==> config.mk <==
export PLATFORM = sky130hd
export DESIGN_NAME = clk_switch_seq
export DESIGN_NICKNAME = d
export VERILOG_FILES = /design/src/rtl/clk_switch_seq.sv
export SDC_FILE = /design/constraint.sdc
export NUM_CORES = 1
export LEC_CHECK = 0
export BUFFER_PORTS_ARGS = -buffer_cell sky130_fd_sc_hd__buf_2
export CORE_AREA = 10 10 47 49
export DETAILED_ROUTE_END_ITERATION = 7
export DIE_AREA = 0 0 57 59
export GPL_ROUTABILITY_DRIVEN = 0
export PLACE_DENSITY = 0.75
export SETUP_SLACK_MARGIN = 0.02
export SLEW_MARGIN = 25
export SYNTH_ARGS = -nofsm -noshare
export SYNTH_HDL_FRONTEND = slang
export SYNTH_SLANG_ARGS = --single-unit
==> constraint.sdc <==
create_clock -name clk_i -period 3.42 [get_ports clk_i]
set_input_delay 0.171 -clock clk_i [delete_from_list [all_inputs] [get_ports clk_i]]
set_output_delay 0.171 -clock clk_i [all_outputs]
set_load 0.005 [all_outputs]
==> src/rtl/clk_switch_seq.sv <==
// Sequences a clock-mux select change: gate the downstream clock, drain, flip select, settle, re-enable.
// One request in flight at a time; req_ready_o is low while a switch is in progress, so valid simply stalls.
module clk_switch_seq #(
  parameter int unsigned GATE_CYCLES   = 8,
  parameter int unsigned SETTLE_CYCLES = 16,
  parameter logic        RESET_SEL     = 1'b0
) (
  input  logic clk_i,
  input  logic rst_i,
  input  logic req_valid_i,
  input  logic req_sel_i,
  output logic req_ready_o,
  output logic clk_sel_o,
  output logic clk_en_o,
  output logic busy_o,
  output logic done_o
);

  localparam int unsigned MAX_CYCLES = (GATE_CYCLES > SETTLE_CYCLES) ? GATE_CYCLES : SETTLE_CYCLES;
  localparam int unsigned CNT_W      = $clog2(MAX_CYCLES + 1);
  localparam logic [CNT_W-1:0] GATE_LOAD   = CNT_W'(GATE_CYCLES - 1);
  localparam logic [CNT_W-1:0] SETTLE_LOAD = CNT_W'(SETTLE_CYCLES - 1);

  typedef enum logic [1:0] {
    IDLE,
    GATE,
    SWITCH,
    SETTLE
  } state_e;

  state_e           state_q;
  logic [CNT_W-1:0] cnt_q;
  logic             sel_q;
  logic             tgt_sel_q;
  logic             en_q;
  logic             done_q;
  logic             hs;

  assign hs = req_valid_i && (state_q == IDLE);

  always_ff @(posedge clk_i) begin
    if (rst_i) begin
      state_q   <= IDLE;
      cnt_q     <= '0;
      sel_q     <= RESET_SEL;
      tgt_sel_q <= RESET_SEL;
      en_q      <= 1'b1;
      done_q    <= 1'b0;
    end else begin
      done_q <= 1'b0;
      case (state_q)
        IDLE: begin
          if (hs) begin
            // A request for the select already in use completes without touching the clock.
            if (req_sel_i != sel_q) begin
              tgt_sel_q <= req_sel_i;
              cnt_q     <= GATE_LOAD;
              en_q      <= 1'b0;
              state_q   <= GATE;
            end else begin
              done_q <= 1'b1;
            end
          end
        end
        GATE: begin
          if (cnt_q == '0) begin
            state_q <= SWITCH;
          end else begin
            cnt_q <= cnt_q - CNT_W'(1);
          end
        end
        SWITCH: begin
          sel_q   <= tgt_sel_q;
          cnt_q   <= SETTLE_LOAD;
          state_q <= SETTLE;
        end
        SETTLE: begin
          if (cnt_q == '0) begin
            en_q    <= 1'b1;
            done_q  <= 1'b1;
            state_q <= IDLE;
          end else begin
            cnt_q <= cnt_q - CNT_W'(1);
          end
        end
        default: begin
          state_q <= IDLE;
        end
      endcase
    end
  end

  assign req_ready_o = (state_q == IDLE);
  assign busy_o      = (state_q != IDLE);
  assign clk_sel_o   = sel_q;
  assign clk_en_o    = en_q;
  assign done_o      = done_q;

endmodule

== Yosys cells after proc, flatten, opt, wreduce, memory -nomap -nowiden ==
Cells that the tools add are included.

* Flip-flop bits (word level): 11
* Bits of input ports: 4
* Word-level logic and storage cells: 43

* Add/subtract/negate cells: 1
* Eq/ne operators: 9
* Muxes and demuxes: 17
* Reduce and logical (&&, ||, !) cells: 10

{| class="wikitable"
|+ Operator list
! cell !! count
|-
| $mux 5 || 3
|-
| $pmux 5 s3 || 1
|-
| $mux 2 || 4
|-
| $pmux 2 s4 || 1
|-
| $reduce_and 4->1 || 2
|-
| $mux 1 || 6
|-
| $ne 2x2->1 const B || 3
|-
| $reduce_and 3->1 || 2
|-
| $logic_not 5->1 || 1
|-
| $sub 5x1->5 const B || 1
|-
| $eq 2x2->1 const B || 2
|-
| $ne 2x1->1 const B || 2
|-
| $pmux 1 s2 || 2
|-
| $reduce_bool 2->1 || 2
|-
| $eq 2x1->1 const B || 1
|-
| $logic_not 2->1 || 1
|-
| $reduce_or 2->1 || 1
|-
| $logic_and 1x1->1 || 1
|-
| $ne 1x1->1 || 1
|}

== Logic depth before layout (Yosys ltp) ==
Gate-level depths: netlist (run 1).

* Depth in word-level cells: 4
* Mapped depth: 6
* Mapped depth without buffers: 6

== Worst setup path after synthesis (run 1) ==
No wires, ideal clock.

* Path type: reg-to-reg
* From: register state_q[0]
* To: register state_q[0]
* Library setup time: 0.087 ns
* Data arrival time: 1.569 ns
* Required time: 3.333 ns
* Path slack: 1.764 ns
* Stages on the path, launching flop included: 7
* Clock period less this slack: 1.656 ns
* Path through: dfxtp_1 -> inv_2 -> ha_1 -> o21a_1 -> buf_6 -> or4_1 -> o31ai_1

* Word-level cells in the longest chain between the ends: 4
* Elaborated cells between the ends (all ways): 11
* Classes of those cells: 7 x eq/ne; 1 x mux; 3 x reduce/logical

{| class="wikitable"
|+ Ends and longest elaborated chain
! item !! line !! RTL
|-
| from (decl) || 31 || <nowiki>state_e state_q;</nowiki>
|-
| from (signal assigned) || 43 || <nowiki>state_q <= IDLE;</nowiki>
|-
| from (signal assigned) || 59 || <nowiki>state_q <= GATE;</nowiki>
|-
| from (signal assigned) || 67 || <nowiki>state_q <= SWITCH;</nowiki>
|-
| $logic_not 2->1 (*) || n/a ||
|-
| via req_ready_o || 12 || <nowiki>output logic req_ready_o,</nowiki>
|-
| $logic_and 1x1->1 || 39 || <nowiki>assign hs = req_valid_i && (state_q == IDLE);</nowiki>
|-
| $ne 2x1->1 (no source line) || n/a ||
|-
| $reduce_and 4->1 (no source line) || n/a ||
|}

The timed path passes the listed nets; every way through them passes the cells marked *.
A chain may end at the register's enable or synchronous reset.

== Worst setup path after layout (run 1) ==
* From: register state_q[0]
* To: register state_q[1]

* Word-level cells in the longest chain between the ends: 4
* Elaborated cells between the ends (all ways): 11
* Classes of those cells: 7 x eq/ne; 1 x mux; 3 x reduce/logical

{| class="wikitable"
|+ Ends and longest elaborated chain
! item !! line
|-
| $logic_not 2->1 || 39, 51
|-
| $logic_and 1x1->1 || 39
|-
| $ne 2x1->1 (no source line) || n/a
|-
| $reduce_and 4->1 (no source line) || n/a
|}

Several ways; a longest one is shown, not always the timed one.

==> flow_summary.html, run 1 <==
<table>
<tr><th>Metric</th><th>Value</th></tr>
<tr><th colspan="2">Clocking</th></tr>
<tr><td>Clock transition at path regs</td><td>0.07 ns</td></tr>
<tr><td>Maximum level of the CTS H-tree</td><td>1</td></tr>
<tr><td>Clock buffer count from CTS</td><td>3</td></tr>
<tr><td>Buffer count from post-CTS setup fixing</td><td>0</td></tr>
<tr><td>Post-CTS Hold Buffers</td><td>0</td></tr>
<tr><td>Clk Tree Root Cell</td><td>clkbuf_4</td></tr>
<tr><td>Number of clock sinks seen by CTS</td><td>11</td></tr>
<tr><td>Maximum number of buffers from clock root to sink</td><td>2</td></tr>
<tr><td>Clock Latency Late Sink</td><td>0.28 ns</td></tr>
<tr><td>TritonCTS clock tree</td><td>done</td></tr>
<tr><td>Post-cts repair resize count</td><td>0</td></tr>
<tr><th colspan="2">STA</th></tr>
<tr><td>Final Max Slew Viols</td><td>0</td></tr>
<tr><td>Worst slew pin tran</td><td>0.359 ns</td></tr>
<tr><td>Worst Skew</td><td>0.00399 ns</td></tr>
<tr><td>Post-route clock period utilization</td><td>53.3%</td></tr>
<tr><td>Achievable frequency</td><td>0.548 GHz</td></tr>
<tr><td>Number of failing setup endpoints in the final timing report</td><td>0</td></tr>
<tr><td>Accumulated negative setup slack</td><td>0 ns</td></tr>
<tr><td>Count of final hold-check violations</td><td>0</td></tr>
<tr><td>Worst Hold Slack</td><td>0.183 ns</td></tr>
<tr><td>Post-layout min period</td><td>1.82 ns</td></tr>
<tr><td>Unrepaired setup endpoints after global routing</td><td>false</td></tr>
<tr><td>Normalized max-slew margin</td><td>76.0%</td></tr>
<tr><th colspan="2">Setup path</th></tr>
<tr><td>Crit path launch type</td><td>flip-flop</td></tr>
<tr><td>Critical path depth in cells</td><td>5</td></tr>
<tr><td>CP top delay family</td><td>simple AND/OR/NAND/NOR gates</td></tr>
<tr><td>Bufs and invs on worst path</td><td>1</td></tr>
<tr><td>CP Max Fanout</td><td>10</td></tr>
<tr><td>Cell Chain, Critical Path</td><td>inv_2, ha_1, o21a_1, or4b_1, o31ai_1</td></tr>
<tr><td>Category of the most critical setup path</td><td>reg2reg</td></tr>
<tr><td>Crit-path max cell delay</td><td>0.53 ns</td></tr>
<tr><td>Crit path DAT</td><td>2.02 ns</td></tr>
<tr><td>Critical path capture point type</td><td>flip-flop</td></tr>
<tr><td>Worst reg-to-reg path cell count</td><td>5</td></tr>
<tr><td>Slowest cell on the critical path</td><td>or4b_1</td></tr>
<tr><td>Required time of the worst setup path</td><td>3.62 ns</td></tr>
<tr><th colspan="2">GRT</th></tr>
<tr><td>Total routing usage reported by global routing</td><td>8.75%</td></tr>
<tr><td>Vias in the first global route</td><td>544</td></tr>
<tr><td>Number of antenna violations at the first check in global routing</td><td>0</td></tr>
<tr><td>Pin count of the biggest net entering global routing</td><td>14</td></tr>
<tr><td>Gr ovfl total</td><td>0</td></tr>
<tr><td>First-pass GRT wire length</td><td>2330 microns</td></tr>
<tr><th colspan="2">Floorplanning</th></tr>
<tr><td>Horizontal die dimension</td><td>57 microns</td></tr>
<tr><td>Y dimension of the die</td><td>59 microns</td></tr>
<tr><td>Count of pins on the block boundary</td><td>9</td></tr>
<tr><td>Cell row count</td><td>14</td></tr>
<tr><td>Starting density of the core</td><td>44.9%</td></tr>
<tr><td>Die Outline Area</td><td>3360 sq um</td></tr>
<tr><td>Total core area</td><td>1400 sq um</td></tr>
<tr><th colspan="2">Worst hold path</th></tr>
<tr><td>Min-delay worst type</td><td>in2reg</td></tr>
<tr><td>Number of cells traversed by the worst hold path</td><td>3</td></tr>
<tr><th colspan="2">Routing</th></tr>
<tr><td>Post-route DRC violation count</td><td>0</td></tr>
<tr><td>Antenna viol nets, final</td><td>0</td></tr>
<tr><td>Number of iterations in the first detailed-routing pass</td><td>4</td></tr>
<tr><td>Starting DRC count in detailed routing</td><td>11</td></tr>
<tr><td>Vias after detailed routing</td><td>564</td></tr>
<tr><td>Vias/cell</td><td>5.58</td></tr>
<tr><td>Routed len/inst</td><td>13.7 microns</td></tr>
<tr><td>Wire length after detailed routing</td><td>1390 microns</td></tr>
<tr><th colspan="2">Placement</th></tr>
<tr><td>Placed wire-length estimate after detailed placement</td><td>1080 microns</td></tr>
<tr><td>Number of buffers added on ports</td><td>8</td></tr>
<tr><th colspan="2">Logic synthesis</th></tr>
<tr><td>#FFs+latches synth</td><td>11</td></tr>
<tr><td>Area of the mapped netlist</td><td>629 sq um</td></tr>
<tr><td>Number of cells produced by synthesis</td><td>75</td></tr>
<tr><td>Net Count, Synth</td><td>85</td></tr>
<tr><td>Number of distinct library cells after synthesis</td><td>27</td></tr>
<tr><td>Synth warnings</td><td>0</td></tr>
<tr><td>Per-instance average area after synthesis</td><td>8.39 sq um</td></tr>
<tr><td>Sequential element share of the synthesized area</td><td>35.0%</td></tr>
<tr><th colspan="2">Finish</th></tr>
<tr><td>Layout cells sized above 1</td><td>16.5%</td></tr>
<tr><td>Number of inserted diodes</td><td>0</td></tr>
<tr><td>Net count, final</td><td>96</td></tr>
<tr><td>Synthesis-to-layout area growth</td><td>11.3%</td></tr>
<tr><td>Most used cells in the layout excluding fill and tap cells</td><td>11 x dfxtp_1, 9 x nor2_1, 8 x a21oi_1, 8 x buf_2, 6 x ha_1</td></tr>
<tr><td>Most frequent standard cell in the layout excluding fill and tap cells</td><td>dfxtp_1</td></tr>
<tr><th colspan="2">Power and ir drop</th></tr>
<tr><td>VDD IR max</td><td>0.510 mV</td></tr>
<tr><td>Leakage power total</td><td>0.000276 uW</td></tr>
<tr><td>Total Power</td><td>611 uW</td></tr>
<tr><td>Power density over the cells</td><td>873 nW/um^2</td></tr>
<tr><th colspan="2">Outcome</th></tr>
<tr><td>Run status</td><td>complete, no violations</td></tr>
<tr><th colspan="2">Run</th></tr>
<tr><td>Number of maximum-capacitance violations</td><td>0</td></tr>
</table>
-- path summary, 6_finish.rpt --
| kind | slack [ns] | from | end |
|---|---|---|---|
| min reg2reg | 0.48 | clk_en_o$_SDFFE_PP1P_ | clk_en_o$_SDFFE_PP1P_ |
| max | 1.60 | state_q[0]$_SDFFE_PP0P_ | state_q[1]$_SDFFE_PP0P_ |
| max reg2reg | 1.60 | state_q[0]$_SDFFE_PP0P_ | state_q[1]$_SDFFE_PP0P_ |
| min | 0.18 | req_sel_i | tgt_sel_q$_SDFFE_PP0P_ |
-- cells in the mapped netlist --
master / number / share of area [%]
dfxtp_1: 11 / 35
nor2_1: 9 / 5.4
a21oi_1: 8 / 6.4
ha_1: 6 / 12
nand2_1: 5 / 3.0
inv_1: 4 / 2.4
o21ai_1: 4 / 3.2
nor3_1: 3 / 2.4
xnor2_1: 3 / 4.2
a211oi_1: 2 / 2.4
nand3_1: 2 / 1.6
nor4_1: 2 / 2.0
o31ai_1: 2 / 2.4
a2111o_1: 1 / 1.8
buf_6: 1 / 1.8
clkbuf_1: 1 / 0.60
clkinvlp_2: 1 / 0.79
inv_2: 1 / 0.60
mux2i_1: 1 / 1.6
nor2b_1: 1 / 0.99
nor3b_1: 1 / 1.2
nor4b_2: 1 / 2.4
o211ai_1: 1 / 1.2
o21a_1: 1 / 1.2
or3_1: 1 / 0.99
or4_1: 1 / 1.2
or4b_1: 1 / 1.6
-- sequential cells by signal, summed over array words and instances (netlist names) --
register,flops
clk_en_o,1
clk_sel_o,1
cnt_q,5
done_o,1
state_q,2
tgt_sel_q,1
-- stage by stage --
stage	setup slack [ns]	cell area, sq um	util (%)	cells
floorplan	1.76	629	-	75
global placement	1.61	674	48.1	97
detailed placement	1.62	674	48.1	97
CTS	1.60	701	50.0	101
global route	1.51	701	50.0	101
finish	1.60	701	50.0	101
-- power by group --
part	switching (uW)	total, uW	internal (uW)
sequential	41.1	206	165
clock	47.0	92.3	45.3
combinational	177	313	136
-- cells by family after synthesis --
| group | count (synthesis) | synth area share, % |
|---|---|---|
| flip-flops | 11 | 35.0 |
| XOR/XNOR | 3 | 4.18 |
| buffers and inverters | 8 | 6.16 |
| AO/OA/AOI/OAI | 19 | 18.5 |
| AND/OR/NAND/NOR | 27 | 22.7 |
| adder cells (fa/ha/maj) | 6 | 11.9 |
| multiplexers | 1 | 1.59 |
-- layout make-up --
cell class	instances	area, sq um
timing repair buffer	8	40.0
sequential	11	220
fill	141	701
tap	16	20.0
multi-input combinational	56	370
inverter	6	23.8
clock buffer	4	26.3
-- worst min-delay path, stage by stage --
cell and delay (ns):
buf_2 0.11, o21ai_1 0.07, a21oi_1 0.07
-- metal layers --
| layer | up-vias | track usage (%) | part of all wire [%] |
|---|---|---|---|
| li1 | 287 | - | - |
| met1 | 255 | 9.09 | 46 |
| met2 | 17 | 14.4 | 48 |
| met3 | 5 | 2.15 | 3.5 |
| met4 | 0 | 7.72 | 3.1 |
| met5 | - | 0 | 0 |
Note: power is estimated with default switching activity, not from simulation.
==> inputs of run 2 (changes only) <==
--- a/config.mk
+++ b/config.mk
@@ -6,11 +6,11 @@
 export NUM_CORES = 1
 export LEC_CHECK = 0
 export BUFFER_PORTS_ARGS = -buffer_cell sky130_fd_sc_hd__buf_2
-export CORE_AREA = 10 10 47 49
+export CORE_MARGIN = 10
+export CORE_UTILIZATION = 47
 export DETAILED_ROUTE_END_ITERATION = 7
-export DIE_AREA = 0 0 57 59
 export GPL_ROUTABILITY_DRIVEN = 0
-export PLACE_DENSITY = 0.75
+export PLACE_DENSITY = 0.77
 export SETUP_SLACK_MARGIN = 0.02
 export SLEW_MARGIN = 25
 export SYNTH_ARGS = -nofsm -noshare
==> constraint.sdc (replaced) <==
create_clock -name clk_i -period 1.5 [get_ports clk_i]
set_input_delay 0.075 -clock clk_i [delete_from_list [all_inputs] [get_ports clk_i]]
set_output_delay 0.075 -clock clk_i [all_outputs]
set_load 0.005 [all_outputs]
==> run 2 against run 1 <==
Compared with the run above: the run now ends with negative setup slack left; sequential share of layout area is 5.9 points lower; global-route usage is 1.7 points higher; die area is 4.8% lower; worst hold slack worse by 0.11 ns; via count is 12% higher; clock skew is 0.0018 ns lower; highest routed layer unchanged.
==> flow_summary.html, run 2 (synthesized netlist as in run 1, its figures left out) <==
<table>
<tr><th>Metric</th><th>Value</th></tr>
<tr><th colspan="2">Outcome</th></tr>
<tr><td>Run status</td><td>finished, violations left</td></tr>
<tr><td>Violations in the final reports</td><td>negative setup slack</td></tr>
<tr><th colspan="2">Power and ir drop</th></tr>
<tr><td>VDD IR max</td><td>1.05 mV</td></tr>
<tr><td>Power density over the cells</td><td>2090 nW/um^2</td></tr>
<tr><td>Share of power burned in the clock network</td><td>11.2%</td></tr>
<tr><td>Reported net switching power</td><td>748 uW</td></tr>
<tr><td>Combinational Power Share</td><td>62.6%</td></tr>
<tr><td>Sequential power share</td><td>26.2%</td></tr>
<tr><td>Sw Ratio</td><td>39.8%</td></tr>
<tr><td>Internal power component</td><td>1130 uW</td></tr>
<tr><td>Leakage power total</td><td>0.000357 uW</td></tr>
<tr><th colspan="2">Finish</th></tr>
<tr><td>Most frequent standard cell in the layout excluding fill and tap cells</td><td>buf_4</td></tr>
<tr><td>Register with the most flip-flops</td><td>cnt_q</td></tr>
<tr><td>Number of inserted diodes</td><td>0</td></tr>
<tr><td>Final cell utilization of the core</td><td>70.1%</td></tr>
<tr><td>Flip-flop count of the largest register after layout</td><td>5</td></tr>
<tr><td>Design area</td><td>901 sq um</td></tr>
<tr><td>Most used cells in the layout excluding fill and tap cells</td><td>13 x buf_4, 8 x a21oi_1, 8 x buf_2</td></tr>
<tr><td>Non-filler cells, final</td><td>114</td></tr>
<tr><td>Net count, final</td><td>110</td></tr>
<tr><td>Synthesis-to-layout area growth</td><td>43.1%</td></tr>
<tr><td>Layout cells sized above 1</td><td>46.5%</td></tr>
<tr><td>Fillers</td><td>101</td></tr>
<tr><td>Largest regs</td><td>cnt_q (5), state_q (2)</td></tr>
<tr><th colspan="2">Clocking</th></tr>
<tr><td>Clk Tree Root Cell</td><td>clkbuf_4</td></tr>
<tr><td>Maximum level of the CTS H-tree</td><td>1</td></tr>
<tr><td>Clock transition at path regs</td><td>0.07 ns</td></tr>
<tr><td>Post-CTS Hold Buffers</td><td>0</td></tr>
<tr><td>Maximum number of buffers from clock root to sink</td><td>2</td></tr>
<tr><td>Clock Latency Late Sink</td><td>0.28 ns</td></tr>
<tr><td>Clock buffer count from CTS</td><td>3</td></tr>
<tr><td>Number of clock sinks seen by CTS</td><td>11</td></tr>
<tr><td>TritonCTS clock tree</td><td>done</td></tr>
<tr><th colspan="2">Routing</th></tr>
<tr><td>Routed len/inst</td><td>14.1 microns</td></tr>
<tr><td>Starting DRC count in detailed routing</td><td>9</td></tr>
<tr><td>Antenna viol nets, final</td><td>0</td></tr>
<tr><td>Wire length after detailed routing</td><td>1610 microns</td></tr>
<tr><td>Post-route DRC violation count</td><td>0</td></tr>
<tr><td>Number of iterations in the first detailed-routing pass</td><td>4</td></tr>
<tr><td>Vias/cell</td><td>5.53</td></tr>
<tr><td>Vias after detailed routing</td><td>630</td></tr>
<tr><th colspan="2">Setup path</th></tr>
<tr><td>Required time of the worst setup path</td><td>1.68 ns</td></tr>
<tr><td>Crit-path max cell delay</td><td>0.53 ns</td></tr>
<tr><td>CP top delay family</td><td>simple AND/OR/NAND/NOR gates</td></tr>
<tr><td>Bufs and invs on worst path</td><td>1</td></tr>
<tr><td>Critical path capture point type</td><td>flip-flop</td></tr>
<tr><td>CP Max Fanout</td><td>4</td></tr>
<tr><td>Crit path launch type</td><td>flip-flop</td></tr>
<tr><td>Crit path DAT</td><td>1.73 ns</td></tr>
<tr><td>Category of the most critical setup path</td><td>reg2reg</td></tr>
<tr><td>Cell Chain, Critical Path</td><td>inv_2, ha_2, nor2_4, nor2_2, or4b_1, o31ai_1</td></tr>
<tr><td>Slowest cell on the critical path</td><td>or4b_1</td></tr>
<tr><th colspan="2">STA</th></tr>
<tr><td>Post-route clock period utilization</td><td>103%</td></tr>
<tr><td>Worst Skew</td><td>0.00222 ns</td></tr>
<tr><td>Achievable frequency</td><td>0.645 GHz</td></tr>
<tr><td>Unrepaired setup endpoints after global routing</td><td>true</td></tr>
<tr><td>Number of failing setup endpoints in the final timing report</td><td>1</td></tr>
<tr><td>Worst setup slack after layout</td><td>-0.0501 ns</td></tr>
<tr><td>Post-layout min period</td><td>1.55 ns</td></tr>
<tr><td>Accumulated negative setup slack</td><td>-0.0501 ns</td></tr>
<tr><td>Count of final hold-check violations</td><td>0</td></tr>
<tr><td>Normalized max-slew margin</td><td>82.5%</td></tr>
<tr><td>Worst slew pin tran</td><td>0.261 ns</td></tr>
<tr><td>Final Max Slew Viols</td><td>0</td></tr>
<tr><th colspan="2">GRT</th></tr>
<tr><td>Number of antenna violations at the first check in global routing</td><td>0</td></tr>
<tr><td>Total routing usage reported by global routing</td><td>10.5%</td></tr>
<tr><td>Gr ovfl total</td><td>0</td></tr>
<tr><td>Pin count of the biggest net entering global routing</td><td>14</td></tr>
<tr><td>First-pass GRT wire length</td><td>2700 microns</td></tr>
<tr><td>Vias in the first global route</td><td>660</td></tr>
<tr><th colspan="2">Floorplanning</th></tr>
<tr><td>Horizontal die dimension</td><td>56.6 microns</td></tr>
<tr><td>Y dimension of the die</td><td>56.6 microns</td></tr>
<tr><td>Starting density of the core</td><td>49.0%</td></tr>
<tr><td>Total core area</td><td>1280 sq um</td></tr>
<tr><td>Count of pins on the block boundary</td><td>9</td></tr>
<tr><td>Cell row count</td><td>13</td></tr>
<tr><td>Die Outline Area</td><td>3200 sq um</td></tr>
<tr><th colspan="2">Placement</th></tr>
<tr><td>Number of buffers added on ports</td><td>8</td></tr>
<tr><td>Post-Place Worst Slack</td><td>-0.0426 ns</td></tr>
<tr><td>Cell area after placement</td><td>785 sq um</td></tr>
<tr><td># placed instances</td><td>107</td></tr>
<tr><td>Placed wire-length estimate after detailed placement</td><td>1190 microns</td></tr>
<tr><th colspan="2">Worst hold path</th></tr>
<tr><td>Min-delay worst type</td><td>in2reg</td></tr>
<tr><th colspan="2">Run</th></tr>
<tr><td>Number of maximum-capacitance violations</td><td>0</td></tr>
</table>
## run 2: final timing paths
check,end,depth (start not counted),start,slack [ns]
max,state_q[1]$_SDFFE_PP0P_,6,state_q[1]$_SDFFE_PP0P_,-0.05
min,tgt_sel_q$_SDFFE_PP0P_,3,req_sel_i,0.08
min reg2reg,tgt_sel_q$_SDFFE_PP0P_,2,tgt_sel_q$_SDFFE_PP0P_,0.48
max reg2reg,state_q[1]$_SDFFE_PP0P_,6,state_q[1]$_SDFFE_PP0P_,-0.05
## run 2: routing by layer
metal / track usage [%] / part of all wire [%] / vias up / routed length [microns]
li1: - / - / 317 / -
met1: 10.6 / 44 / 290 / 705
met2: 17.9 / 48 / 16 / 775
met3: 2.70 / 4.2 / 7 / 68
met4: 7.90 / 3.5 / 0 / 57
met5: 0 / 0 / - / 0
## run 2: power groups by stage
stage / Sequential, uW / Combinational, uW / Clock [uW]
6_report: 492 / 1180 / 211
5_1_grt: 501 / 1300 / 222
4_1_cts: 486 / 1040 / 213
3_5_place_dp: 483 / 972 / 0
3_3_place_gp: 475 / 949 / 0
2_1_floorplan: 468 / 635 / 0
## run 2: final cells by class
type                       instances  area (sq um)  area share [%]
multi-input combinational         56           450            50.0
tap                               15          18.8            2.08
sequential                        11           230            25.6
clock buffer                       4          26.3            2.92
timing repair buffer              22           149            16.5
inverter                           6          26.3            2.92
## run 2: through the flow
stage / hold WS (ns) / total power [uW]
2_1_floorplan: 0.168 / 1100
3_3_place_gp: 0.371 / 1420
3_5_place_dp: 0.372 / 1460
4_1_cts: 0.0802 / 1740
5_1_grt: 0.112 / 2020
6_report: 0.0765 / 1880
## run 2: repair_timing
action,4_1_cts,5_1_grt
pin swaps,3,4
endpoints found under the setup margin,3,6
setup buffers,1,2
resized for setup,8,12
## run 2: worst min-delay path: stages
cell and delay [ns]:
buf_2 0.11, o21ai_1 0.07, a21oi_1 0.06
==> inputs of run 3 (changes only) <==
--- a/config.mk
+++ b/config.mk
@@ -11,6 +11,7 @@
 export DETAILED_ROUTE_END_ITERATION = 7
 export GPL_ROUTABILITY_DRIVEN = 0
 export PLACE_DENSITY = 0.77
+export REMOVE_ABC_BUFFERS = 1
 export SETUP_SLACK_MARGIN = 0.02
 export SLEW_MARGIN = 25
 export SYNTH_ARGS = -nofsm -noshare
==> run 3 against run 2 <==
Compared with the run above: the flow now finishes without violations; combinational power rose by 9%; routed wire length rose by 11%; flip-flop and latch count did not move; register-to-register slack improved by 0.06 ns; clock power rose by 3%; clock skew rose by 0.011 ns; worst hold slack improved by 0.0064 ns; fmax rose by 4.2%; design area rose by 3.1%; first-iteration DRC count rose by 56%; sequential power fell by 3%; critical path type unchanged; largest power group unchanged.
==> flow_summary.html, run 3 (synthesized netlist as in run 1, its figures left out) <==
<table>
<tr><th>Metric</th><th>Value</th></tr>
<tr><th colspan="2">Floorplanning</th></tr>
<tr><td>Cell row count</td><td>13</td></tr>
<tr><td>Total core area</td><td>1280 sq um</td></tr>
<tr><td>Horizontal die dimension</td><td>56.6 microns</td></tr>
<tr><td>Y dimension of the die</td><td>56.6 microns</td></tr>
<tr><td>Die Outline Area</td><td>3200 sq um</td></tr>
<tr><td>Count of pins on the block boundary</td><td>9</td></tr>
<tr><td>Starting density of the core</td><td>49.0%</td></tr>
<tr><th colspan="2">STA</th></tr>
<tr><td>Worst Hold Slack</td><td>0.0829 ns</td></tr>
<tr><td>Post-layout min period</td><td>1.49 ns</td></tr>
<tr><td>Worst Skew</td><td>0.0130 ns</td></tr>
<tr><td>Unrepaired setup endpoints after global routing</td><td>true</td></tr>
<tr><td>Worst slew pin tran</td><td>0.339 ns</td></tr>
<tr><td>Count of final hold-check violations</td><td>0</td></tr>
<tr><td>Accumulated negative setup slack</td><td>0 ns</td></tr>
<tr><td>Number of failing setup endpoints in the final timing report</td><td>0</td></tr>
<tr><td>Achievable frequency</td><td>0.672 GHz</td></tr>
<tr><td>Post-route clock period utilization</td><td>99.2%</td></tr>
<tr><td>Worst setup slack after layout</td><td>0.0118 ns</td></tr>
<tr><td>Normalized max-slew margin</td><td>77.2%</td></tr>
<tr><td>Final Max Slew Viols</td><td>0</td></tr>
<tr><th colspan="2">Finish</th></tr>
<tr><td>Most frequent standard cell in the layout excluding fill and tap cells</td><td>buf_4</td></tr>
<tr><td>Net count, final</td><td>115</td></tr>
<tr><td>Register with the most flip-flops</td><td>cnt_q</td></tr>
<tr><td>Footprint of the multi-input gates</td><td>449 sq um</td></tr>
<tr><td>Layout cells sized above 1</td><td>47.1%</td></tr>
<tr><td>Flip-flop count of the largest register after layout</td><td>5</td></tr>
<tr><td>Sequential standard cell area</td><td>228 sq um</td></tr>
<tr><td>Synthesis-to-layout area growth</td><td>47.5%</td></tr>
<tr><td>Fillers</td><td>88</td></tr>
<tr><td>Number of inserted diodes</td><td>0</td></tr>
<tr><td>Largest regs</td><td>cnt_q (5), state_q (2)</td></tr>
<tr><td>Most used cells in the layout excluding fill and tap cells</td><td>19 x buf_4, 8 x buf_2, 7 x nor2_1, 7 x a21oi_1, 7 x dfxtp_1</td></tr>
<tr><td>Final cell utilization of the core</td><td>72.2%</td></tr>
<tr><th colspan="2">Placement</th></tr>
<tr><td>Post-Place Worst Slack</td><td>-0.0593 ns</td></tr>
<tr><td>Placed wire-length estimate after detailed placement</td><td>1190 microns</td></tr>
<tr><td>Number of buffers added on ports</td><td>8</td></tr>
<tr><th colspan="2">Setup path</th></tr>
<tr><td>Worst reg-to-reg path cell count</td><td>5</td></tr>
<tr><td>Bufs and invs on worst path</td><td>1</td></tr>
<tr><td>CP Max Fanout</td><td>8</td></tr>
<tr><td>Crit-path max cell delay</td><td>0.51 ns</td></tr>
<tr><td>CP top delay family</td><td>simple AND/OR/NAND/NOR gates</td></tr>
<tr><td>Critical path depth in cells</td><td>5</td></tr>
<tr><td>Cell Chain, Critical Path</td><td>inv_2, ha_1, o21a_4, or4b_1, o31ai_1</td></tr>
<tr><td>Crit path DAT</td><td>1.67 ns</td></tr>
<tr><td>Required time of the worst setup path</td><td>1.69 ns</td></tr>
<tr><td>Category of the most critical setup path</td><td>reg2reg</td></tr>
<tr><td>Slowest cell on the critical path</td><td>or4b_1</td></tr>
<tr><td>Critical path capture point type</td><td>flip-flop</td></tr>
<tr><td>Crit path launch type</td><td>flip-flop</td></tr>
<tr><th colspan="2">Clocking</th></tr>
<tr><td>Clk Tree Root Cell</td><td>clkbuf_4</td></tr>
<tr><td>Clock transition at path regs</td><td>0.08 ns</td></tr>
<tr><td>Number of clock sinks seen by CTS</td><td>11</td></tr>
<tr><td>TritonCTS clock tree</td><td>done</td></tr>
<tr><td>Maximum level of the CTS H-tree</td><td>1</td></tr>
<tr><td>Maximum number of buffers from clock root to sink</td><td>2</td></tr>
<tr><td>Clock buffer count from CTS</td><td>3</td></tr>
<tr><td>Clock Latency Late Sink</td><td>0.29 ns</td></tr>
<tr><th colspan="2">Worst hold path</th></tr>
<tr><td>Min-delay worst type</td><td>in2reg</td></tr>
<tr><td>Number of cells traversed by the worst hold path</td><td>3</td></tr>
<tr><th colspan="2">Run</th></tr>
<tr><td>Number of maximum-capacitance violations</td><td>0</td></tr>
<tr><th colspan="2">Routing</th></tr>
<tr><td>Vias after detailed routing</td><td>662</td></tr>
<tr><td>Routed len/inst</td><td>14.9 microns</td></tr>
<tr><td>Starting DRC count in detailed routing</td><td>14</td></tr>
<tr><td>Post-route DRC violation count</td><td>0</td></tr>
<tr><td>Wire length after detailed routing</td><td>1780 microns</td></tr>
<tr><td>Number of iterations in the first detailed-routing pass</td><td>4</td></tr>
<tr><td>Vias/cell</td><td>5.56</td></tr>
<tr><td>Antenna viol nets, final</td><td>0</td></tr>
<tr><th colspan="2">Power and ir drop</th></tr>
<tr><td>Total Power</td><td>1980 uW</td></tr>
<tr><td>Power density over the cells</td><td>2140 nW/um^2</td></tr>
<tr><td>VDD IR max</td><td>0.871 mV</td></tr>
<tr><td>Leakage power total</td><td>0.000387 uW</td></tr>
<tr><th colspan="2">GRT</th></tr>
<tr><td>Gr ovfl total</td><td>0</td></tr>
<tr><td>Pin count of the biggest net entering global routing</td><td>14</td></tr>
<tr><td>First-pass GRT wire length</td><td>2820 microns</td></tr>
<tr><td>Number of antenna violations at the first check in global routing</td><td>0</td></tr>
<tr><td>Total routing usage reported by global routing</td><td>10.9%</td></tr>
<tr><td>Vias in the first global route</td><td>619</td></tr>
<tr><th colspan="2">Outcome</th></tr>
<tr><td>Run status</td><td>complete, no violations</td></tr>
</table>
## run 3: final timing paths
| check | start | to | slack, ns |
|---|---|---|---|
| hold reg to reg | clk_en_o$_SDFFE_PP1P_ | clk_en_o$_SDFFE_PP1P_ | 0.49 |
| setup / recovery | state_q[0]$_SDFFE_PP0P_ | state_q[1]$_SDFFE_PP0P_ | 0.01 |
| hold / removal | req_sel_i | tgt_sel_q$_SDFFE_PP0P_ | 0.08 |
| setup reg to reg | state_q[0]$_SDFFE_PP0P_ | state_q[1]$_SDFFE_PP0P_ | 0.01 |
## run 3: power breakdown
group          leakage [uW]  internal [uW]  switching, uW
combinational      0.000280            692            598
sequential        0.0000920            389           85.7
clock             0.0000150            103            115
total              0.000387           1180            798
## run 3: worst min-delay path, cell delays in order
cell and delay [ns]:
buf_2 0.11, o21ai_1 0.07, a21oi_1 0.07
## run 3: routing by layer
layer	global-route usage [%]	wire length [microns]	vias to the layer above
li1	-	-	325
met1	12.1	745	314
met2	18.0	905	16
met3	1.80	50	7
met4	7.90	74	0
met5	0	0	-
## run 3: repair_timing
item | CTS | global route
hold buffers | 0 | 0
setup buffers | 1 | 1
pin swaps | 3 | 6
setup endpoints to repair | 6 | 8
gates resized for setup | 13 | 11
## run 3: metrics by stage
stage / std cells / instance area, sq um
4_1_cts: 118 / 873
2_1_floorplan: 73 / 614
3_3_place_gp: 113 / 801
5_1_grt: 119 / 928
6_report: 119 / 928
3_5_place_dp: 113 / 801
## run 3: cell type report
type                       instances  share of cell area [%]
inverter                           6                    2.56
clock buffer                       4                    2.83
tap                               15                    2.02
timing repair buffer              27                    19.7
sequential                        11                    24.5
multi-input combinational         56                    48.4
